File: config.mk
export PLATFORM = sky130hd
export DESIGN_NAME = life_ctl
export DESIGN_NICKNAME = d
export VERILOG_FILES = /design/src/rtl/life_pkg.sv /design/src/rtl/life_ctl_vsync_edge.sv /design/src/rtl/life_ctl.sv
export SDC_FILE = /design/constraint.sdc
export NUM_CORES = 1
export LEC_CHECK = 0
export ABC_AREA = 1
export BUFFER_PORTS_ARGS = -buffer_cell sky130_fd_sc_hd__buf_2
export CELL_PAD_IN_SITES_DETAIL_PLACEMENT = 1
export CELL_PAD_IN_SITES_GLOBAL_PLACEMENT = 1
export CORE_MARGIN = 3
export CORE_UTILIZATION = 37
export CTS_BUF_LIST = sky130_fd_sc_hd__clkbuf_16
export CTS_CLUSTER_DIAMETER = 80
export DETAILED_ROUTE_END_ITERATION = 7
export GPL_ROUTABILITY_DRIVEN = 0
export GPL_TIMING_DRIVEN = 0
export PLACE_DENSITY_LB_ADDON = 0.1
export SLEW_MARGIN = 20
export SYNTH_ARGS = -nofsm -noshare
export SYNTH_HDL_FRONTEND = slang
export SYNTH_HIERARCHICAL = 1
export SYNTH_SLANG_ARGS = --single-unit
export TNS_END_PERCENT = 30
File: constraint.sdc
create_clock -name pclk -period 1.7 [get_ports pclk]
set_clock_uncertainty 0.1 [all_clocks]
set_input_delay 0 -clock pclk [delete_from_list [all_inputs] [get_ports pclk]]
set_output_delay 0 -clock pclk [all_outputs]
set_load 0.02 [all_outputs]
File: src/rtl/life_pkg.sv
// Shared types and widths for the ship life bookkeeping stage.
// The state enum is shared so the top and any debug logic agree on the encoding.
package life_pkg;

  localparam int DEAD_W      = 4;
  localparam int FRAME_CNT_W = 10;
  localparam int BLINK_CNT_W = 6;

  typedef enum logic [1:0] {
    ST_ALIVE = 2'd0,
    ST_INVUL = 2'd1,
    ST_OVER  = 2'd2
  } life_state_t;

  // Saturating increment so the lost-life count can never pass the limit.
  function automatic logic [DEAD_W-1:0] sat_inc(input logic [DEAD_W-1:0] v,
                                                input logic [DEAD_W-1:0] lim);
    return (v >= lim) ? lim : v + 1'b1;
  endfunction

endpackage

File: src/rtl/life_ctl_vsync_edge.sv
// Rising-edge detector on vertical sync; one frame tick per new frame.
// Only the history register is clocked; the tick itself is combinational from it.
module vsync_edge (
  input  logic pclk,
  input  logic rst,
  input  logic vsync_in,
  output logic frame_tick
);

  logic r_vsync_q;

  always_ff @(posedge pclk) begin
    if (rst) r_vsync_q <= 1'b0;
    else     r_vsync_q <= vsync_in;
  end

  assign frame_tick = vsync_in & ~r_vsync_q;

endmodule

File: src/rtl/life_ctl.sv
// Ship life bookkeeping: counts accepted hits, runs the blinking invulnerability
// window after each non-final loss, and flags game over when lives run out.
module life_ctl
  import life_pkg::*;
#(
  parameter int LIVES        = 3,
  parameter int INVUL_FRAMES = 120,
  parameter int BLINK_FRAMES = 8
) (
  input  logic              pclk,
  input  logic              rst,
  input  logic              vsync_in,
  input  logic              hit,
  input  logic              new_game,
  output logic [DEAD_W-1:0] dead_count,
  output logic              life_lost,
  output logic              invulnerable,
  output logic              ship_visible,
  output logic              game_over
);

  localparam logic [DEAD_W-1:0]      LP_LIVES = DEAD_W'(LIVES);
  localparam logic [FRAME_CNT_W-1:0] LP_INVUL = FRAME_CNT_W'(INVUL_FRAMES);
  localparam logic [BLINK_CNT_W-1:0] LP_BLINK = BLINK_CNT_W'(BLINK_FRAMES);
  localparam logic [FRAME_CNT_W-1:0] LP_F_ONE = FRAME_CNT_W'(1);
  localparam logic [BLINK_CNT_W-1:0] LP_B_ONE = BLINK_CNT_W'(1);

  life_state_t            r_state, w_state_nxt;
  logic [FRAME_CNT_W-1:0] r_frame_cnt, w_frame_nxt;
  logic [BLINK_CNT_W-1:0] r_blink_cnt, w_blink_nxt;
  logic [DEAD_W-1:0]      r_dead, w_dead_nxt;
  logic                   r_life_lost, w_lost_nxt;
  logic                   r_visible, w_visible_nxt;
  logic                   r_invul, r_over;
  logic                   w_frame_tick;

  vsync_edge u_vsync_edge (
    .pclk       (pclk),
    .rst        (rst),
    .vsync_in   (vsync_in),
    .frame_tick (w_frame_tick)
  );

  always_comb begin
    w_state_nxt   = r_state;
    w_frame_nxt   = r_frame_cnt;
    w_blink_nxt   = r_blink_cnt;
    w_dead_nxt    = r_dead;
    w_lost_nxt    = 1'b0;
    w_visible_nxt = r_visible;

    if (new_game) begin
      w_state_nxt   = ST_ALIVE;
      w_frame_nxt   = '0;
      w_blink_nxt   = '0;
      w_dead_nxt    = '0;
      w_visible_nxt = 1'b1;
    end else begin
      unique case (r_state)
        // A hit in ALIVE wins over a coincident frame tick; counters load fresh.
        ST_ALIVE: begin
          w_visible_nxt = 1'b1;
          if (hit) begin
            w_lost_nxt    = 1'b1;
            w_dead_nxt    = sat_inc(r_dead, LP_LIVES);
            w_visible_nxt = 1'b0;
            if (w_dead_nxt == LP_LIVES) begin
              w_state_nxt = ST_OVER;
              w_frame_nxt = '0;
              w_blink_nxt = '0;
            end else begin
              w_state_nxt = ST_INVUL;
              w_frame_nxt = LP_INVUL;
              w_blink_nxt = LP_BLINK;
            end
          end
        end
        ST_INVUL: begin
          if (w_frame_tick) begin
            if (r_frame_cnt <= LP_F_ONE) begin
              w_state_nxt   = ST_ALIVE;
              w_frame_nxt   = '0;
              w_blink_nxt   = '0;
              w_visible_nxt = 1'b1;
            end else begin
              w_frame_nxt = r_frame_cnt - 1'b1;
              // Reload on the tick that would take the blink count to zero.
              if (r_blink_cnt <= LP_B_ONE) begin
                w_blink_nxt   = LP_BLINK;
                w_visible_nxt = ~r_visible;
              end else begin
                w_blink_nxt = r_blink_cnt - 1'b1;
              end
            end
          end
        end
        ST_OVER: begin
          w_visible_nxt = 1'b0;
          w_dead_nxt    = LP_LIVES;
        end
        default: begin
          w_state_nxt   = ST_ALIVE;
          w_frame_nxt   = '0;
          w_blink_nxt   = '0;
          w_visible_nxt = 1'b1;
        end
      endcase
    end
  end

  always_ff @(posedge pclk) begin
    if (rst) begin
      r_state     <= ST_ALIVE;
      r_frame_cnt <= '0;
      r_blink_cnt <= '0;
      r_dead      <= '0;
      r_life_lost <= 1'b0;
      r_visible   <= 1'b1;
      r_invul     <= 1'b0;
      r_over      <= 1'b0;
    end else begin
      r_state     <= w_state_nxt;
      r_frame_cnt <= w_frame_nxt;
      r_blink_cnt <= w_blink_nxt;
      r_dead      <= w_dead_nxt;
      r_life_lost <= w_lost_nxt;
      r_visible   <= w_visible_nxt;
      r_invul     <= (w_state_nxt == ST_INVUL);
      r_over      <= (w_state_nxt == ST_OVER);
    end
  end

  assign dead_count   = r_dead;
  assign life_lost    = r_life_lost;
  assign invulnerable = r_invul;
  assign ship_visible = r_visible;
  assign game_over    = r_over;

endmodule
==> impl_metrics.tcl, run 1 <==
set metrics [dict create \
    worst-endpoint-required_ns 1.74 \
    worstHoldStart "vsync_in" \
    postRouteAntennaNets 0 \
    fin_crit_ns 1.68 \
    powerDensity_nw_per_um2 942 \
    crit_fanout 5 \
    crit_chain "inv_2 > ha_4 > inv_1 > nand2_1 > nand3_2 > nor2_4 > nor2_4 > buf_6 > nand2_1 > nand2_1 > inv_1 > nand2_1 > nand3_1" \
    initial_core_util_pct 39.6 \
    clock-sinks 27 \
    crit_family "simple AND/OR/NAND/NOR gates" \
    grt_overflow_total 0 \
    hold_path_class "in -> reg" \
    drv_cap 0 \
    clockBufferDepth 2 \
    tightest_slew_ns 0.569 \
    reg2reg_depth 13 \
    rows 21 \
    post_drt_wl_per_cell_um 13.8 \
    crit_type "reg -> reg" \
    cts_buffers 3 \
    endpoint_kind "register" \
    grt_usage_pct 18.5 \
    first_pass_iters 2 \
    p_leak_nw 0.784 \
    num_io_pins 13 \
    setup_viol 0 \
    syn_area_per_cell_um2 7.16 \
    max_slew_margin_pct 62.1 \
    grt_pass1_wl_mm 6.34 \
    postSynth.asyncResetShare_pct 0 \
    crit_cells 13 \
    min_path_cells 4 \
    slowest_stage "dfxtp_4" \
    synth_seq_cells 27 \
    clkLatencyLatePin_ns 0.27 \
    grt_pass1_vias 1363 \
    drc 0 \
    slowest_delay_ns 0.37 \
    postSynthCellCount 192 \
    drtIter0Drc 35 \
    r2r_start "r_frame_cnt[0]" \
    drive_above_1_share_pct 21.2 \
    final_nets 228 \
    synth.distinct_cells 26 \
    syn_nets 202 \
    crit_arrival_ns 1.72 \
    routed_wirelength_mm 3.63 \
    clock_tree.htree_level_count 1 \
    cp-start-kind "register" \
    ys.flop_type "dfxtp_1" \
    post-dp-hpwl_mm 2.60 \
    hold_ws_ns 0.392 \
    area_growth_pct 25.3 \
    die_w_um 67.0 \
    seq_area_frac_synth_pct 39.3 \
    die_y_um 67.0 \
    ys_warn_count 6 \
    outcome "finished clean" \
    path_clk_slew_ns 0.07 \
    finalSetupTns_ns 0 \
    fmax_mhz 595 \
    timing.rr.end "ship_visible" \
    via_per_inst 4.85 \
    layout_common_cells "nand2_1, nor2_1, dfxtp_1, inv_1, buf_2" \
    vias 1275 \
    cp_common_cell "nand2_1" \
    final_common_cell "nand2_1" \
    grt_start_max_net_pins 18 \
    die_area_um2 4480 \
    rrSetupSlack_ns 0.02 \
    coreArea_um2 3470 \
    antenna_found_initial 0 \
    port_buffers 12 \
    grt_setup_unrepaired "true" \
    critPathBufInv 4 \
    worstHoldEndpoint "u_vsync_edge/r_vsync_q" \
    drv_slew 0 \
    cts_tree "yes" \
    peakVddDrop_mv 0.570 \
    syn_area_um2 1380 \
    finalCritPeriodShare_pct 98.8 \
    n_antenna_cell 0 \
    cts_root_buf "clkbuf_16" \
    synth_edf_count 0 \
    hold_viol_final 0 \
]
layout make-up:
| type | instances | area [um2] |
|---|---|---|
| clock buffers | 3 | 75.1 |
| inverters | 21 | 78.8 |
| well taps | 46 | 57.6 |
| multi-input cells | 140 | 779 |
| flip-flops and latches | 27 | 546 |
| plain buffers | 4 | 31.3 |
| clock inverters | 1 | 8.76 |
| repair buffers | 21 | 146 |
| fillers | 452 | 1750 |
worst max path at each step:
stage	start	endpoint	slack, ns
floorplan	r_frame_cnt[0]	ship_visible	0.12
global placement	r_frame_cnt[0]	ship_visible	-0.04
detailed placement	r_frame_cnt[0]	ship_visible	-0.12
CTS	dead_count[0]	r_frame_cnt[6]	0.001
global route	r_frame_cnt[1]	ship_visible	-0.10
finish	r_frame_cnt[0]	ship_visible	0.02
synthesized netlist by cell type, types with 3 or more instances:
cell / n / area share, %
a21oi_1: 9 / 3.3
dfxtp_1: 27 / 39
ha_1: 5 / 4.5
inv_1: 20 / 5.5
nand2_1: 53 / 14
nand3_1: 9 / 3.3
nor2_1: 27 / 7.4
nor2_2: 4 / 1.8
nor3_1: 7 / 2.5
o21ai_0: 4 / 1.5
xnor2_1: 3 / 1.9
xor2_1: 6 / 3.8
flip-flops by register name, indices dropped and copies added, names as in the netlist:
signal                  count
dead_count                  4
game_over                   1
invulnerable                1
life_lost                   1
r_blink_cnt                 6
r_frame_cnt                10
r_state                     2
ship_visible                1
u_vsync_edge/r_vsync_q      1
report_power, final:
group	switching (mW)	internal [mW]	leakage [nW]
registers	0.0298	0.661	0.221
clock network	0.245	0.326	0.0415
logic	0.221	0.140	0.521
total	0.496	1.13	0.784
metrics by stage:
step	area [um2]	setup slack [ns]	util (%)	instances	total power, mW
4_1_cts	1640	0.00112	47.3	259	1.62
5_1_grt	1720	-0.104	49.7	263	1.72
3_3_place_gp	1490	-0.0391	43.0	250	1.01
6_report	1720	0.0200	49.7	263	1.62
3_5_place_dp	1490	-0.125	43.0	250	1.03
2_1_floorplan	1380	0.124	-	192	0.947
cells by family after synthesis:
group | share of synthesized area (%)
adders and majority gates | 4.55
DFF | 39.3
AOI/OAI and AO/OA | 7.73
and+or+nand+nor | 34.7
buffers and inverters | 8.01
xor gates and xnor gates | 5.73
per-layer routing:
metal	vias up	wire length (um)	share of wire, %	track usage [%]
met1	602	1680	46	22.0
met4	0	32	0.88	4.05
met2	13	1830	50	33.5
met3	5	85	2.3	4.22
met5	-	0	0	0
li1	655	-	-	-
worst min-delay path: stages:
cell           delay [ns]
dlygate4sd3_1        0.52
buf_2                0.10
inv_1                0.04
nor2_1               0.07
timing repair:
action                                  4_1_cts  5_1_grt
hold buffers                                  5        1
endpoints found under the setup margin       16       23
endpoints found under the hold margin         4        3
gates cloned                                  0        1
pin swaps                                     2        3
buffers inserted                              0        2
gates resized for setup                       4       14
(Power assumes the default switching activity.)
==> run 2: changes to the inputs <==
==> constraint.sdc (replaced) <==
create_clock -name pclk -period 1.5 [get_ports pclk]
set_clock_uncertainty 0.1 [all_clocks]
set_input_delay 0 -clock pclk [delete_from_list [all_inputs] [get_ports pclk]]
set_output_delay 0 -clock pclk [all_outputs]
set_load 0.02 [all_outputs]
==> impl_metrics.tcl, run 2 (synthesis gave the netlist of run 1 again) <==
set metrics [dict create \
    outcome "complete, but fails checks" \
    violations "negative setup slack" \
    endpoint "ship_visible" \
    post_drt_wl_per_cell_um 13.3 \
    setup_slack_ns -0.0611 \
    cts_buffers 3 \
    p_leak_nw 0.821 \
    initial_core_util_pct 39.6 \
    clkLatencyLatePin_ns 0.26 \
    grt_overflow_total 0 \
    endpoint_kind "register" \
    num_io_pins 13 \
    worst-endpoint-required_ns 1.51 \
    finalPower_mw 1.83 \
    drv_cap 0 \
    cp-start-kind "register" \
    final_cells 266 \
    setup_viol 14 \
    die_area_um2 4480 \
    grt_setup_unrepaired "true" \
    drc 0 \
    post-dp-hpwl_mm 2.50 \
    tightest_slew_ns 0.743 \
    antenna_found_initial 0 \
    crit_fanout 5 \
    drtIter0Drc 22 \
    largest_reg_flops 10 \
    crit_type "reg -> reg" \
    drive_above_1_share_pct 30.9 \
    grt_usage_pct 18.0 \
    final_nets 231 \
    cts_tree "yes" \
    final_common_cell "nand2_1" \
    rrSetupSlack_ns -0.06 \
    path_clk_slew_ns 0.07 \
    via_per_inst 4.94 \
    hold_viol_final 0 \
    n_antenna_cell 0 \
    coreArea_um2 3470 \
    grt_pass1_wl_mm 6.13 \
    clock-sinks 27 \
    rows 21 \
    worstHoldStart "new_game" \
    timing.rr.end "ship_visible" \
    grt_start_max_net_pins 15 \
    die_w_um 67.0 \
    finalCritPeriodShare_pct 104 \
    layout_common_cells "nand2_1, nor2_1, dfxtp_1, inv_1, buf_2" \
    postLayoutCellArea_um2 1780 \
    die_y_um 67.0 \
    vias 1313 \
    crit_arrival_ns 1.57 \
    port_buffers 12 \
    routed_wirelength_mm 3.55 \
    drv_slew 0 \
    place_inst 250 \
    clock_tree.htree_level_count 1 \
    powerDensity_nw_per_um2 1020 \
    reg2reg_depth 12 \
    fmax_mhz 641 \
    cts_root_buf "clkbuf_16" \
    place_area_um2 1510 \
    regMostFlops "r_frame_cnt" \
    area_growth_pct 29.6 \
    postRouteAntennaNets 0 \
    first_pass_iters 4 \
    startpoint "r_frame_cnt[1]" \
    fin_crit_ns 1.56 \
    clockBufferDepth 2 \
    grt_pass1_vias 1393 \
    max_slew_margin_pct 50.3 \
    peakVddDrop_mv 0.577 \
    hold_path_class "in -> reg" \
    r2r_start "r_frame_cnt[1]" \
]
-- run 2: cell count changes in the layout (fill, tap and decap cells not counted), sizes merged --
cell and change:
buf +5, dlygate4sd3 -2
-- run 2: through the flow --
stage	hold WS, ns	TNS (ns)	setup slack, ns	utilization, %
floorplan	-0.0276	0	0.00668	-
global placement	0.0948	-1.40	-0.149	43.4
detailed placement	0.102	-2.08	-0.199	43.4
CTS	-0.176	-0.674	-0.0703	49.4
global route	0.0961	-1.98	-0.153	51.4
finish	0.0645	-0.355	-0.0611	51.4
-- run 2: worst min path at each step --
stage | end | slack, ns | depth (start not counted)
finish | ship_visible | 0.06 | 3
global route | ship_visible | 0.1 | 3
CTS | r_state[0] | -0.18 | 2
detailed placement | r_state[0] | 0.10 | 2
global placement | r_state[0] | 0.09 | 2
floorplan | u_vsync_edge/r_vsync_q | -0.03 | 1
-- run 2: what timing repair did --
item / in CTS / in global routing
hold endpoints to repair: 4 / 2
resized for setup: 23 / 15
endpoints found under the setup margin: 23 / 22
buffers inserted: 6 / 1
hold buffers: 2 / 2
gates cloned: 1 / 0
pin swaps: 8 / 6
-- run 2: critical path, stage by stage, from the launching register on --
cell	delay [ns]
dfxtp_2	0.32
inv_2	0.07
ha_2	0.18
inv_2	0.03
nand2_2	0.06
nand3_2	0.06
nor2_2	0.14
nor2_4	0.06
buf_6	0.13
nand2_4	0.07
nand2_4	0.05
nand2_1	0.05
nand3_1	0.08
-- run 2: cell type report --
class                      count  area [um2]
clock inverter                 1        3.75
sequential                    27         548
tap                           46        57.6
inverter                      21        81.3
clock buffer                   3        75.1
fill                         453        1690
multi-input combinational    140         825
timing repair buffer          24         160
buffer                         4        31.3
-- run 2: power by group --
| part | leakage (nW) | total [mW] | internal (mW) | switching, mW |
|---|---|---|---|---|
| sequential | 0.222 | 0.784 | 0.750 | 0.0336 |
| combinational | 0.556 | 0.434 | 0.170 | 0.264 |
| clock | 0.0423 | 0.608 | 0.357 | 0.251 |
-- run 2: routing by layer --
| metal | global-route usage [%] | vias to the layer above | part of all wire [%] |
|---|---|---|---|
| li1 | - | 660 | - |
| met1 | 21.4 | 635 | 46 |
| met2 | 32.7 | 13 | 51 |
| met3 | 3.04 | 5 | 1.8 |
| met4 | 5.32 | 0 | 1.2 |
| met5 | 0 | - | 0 |
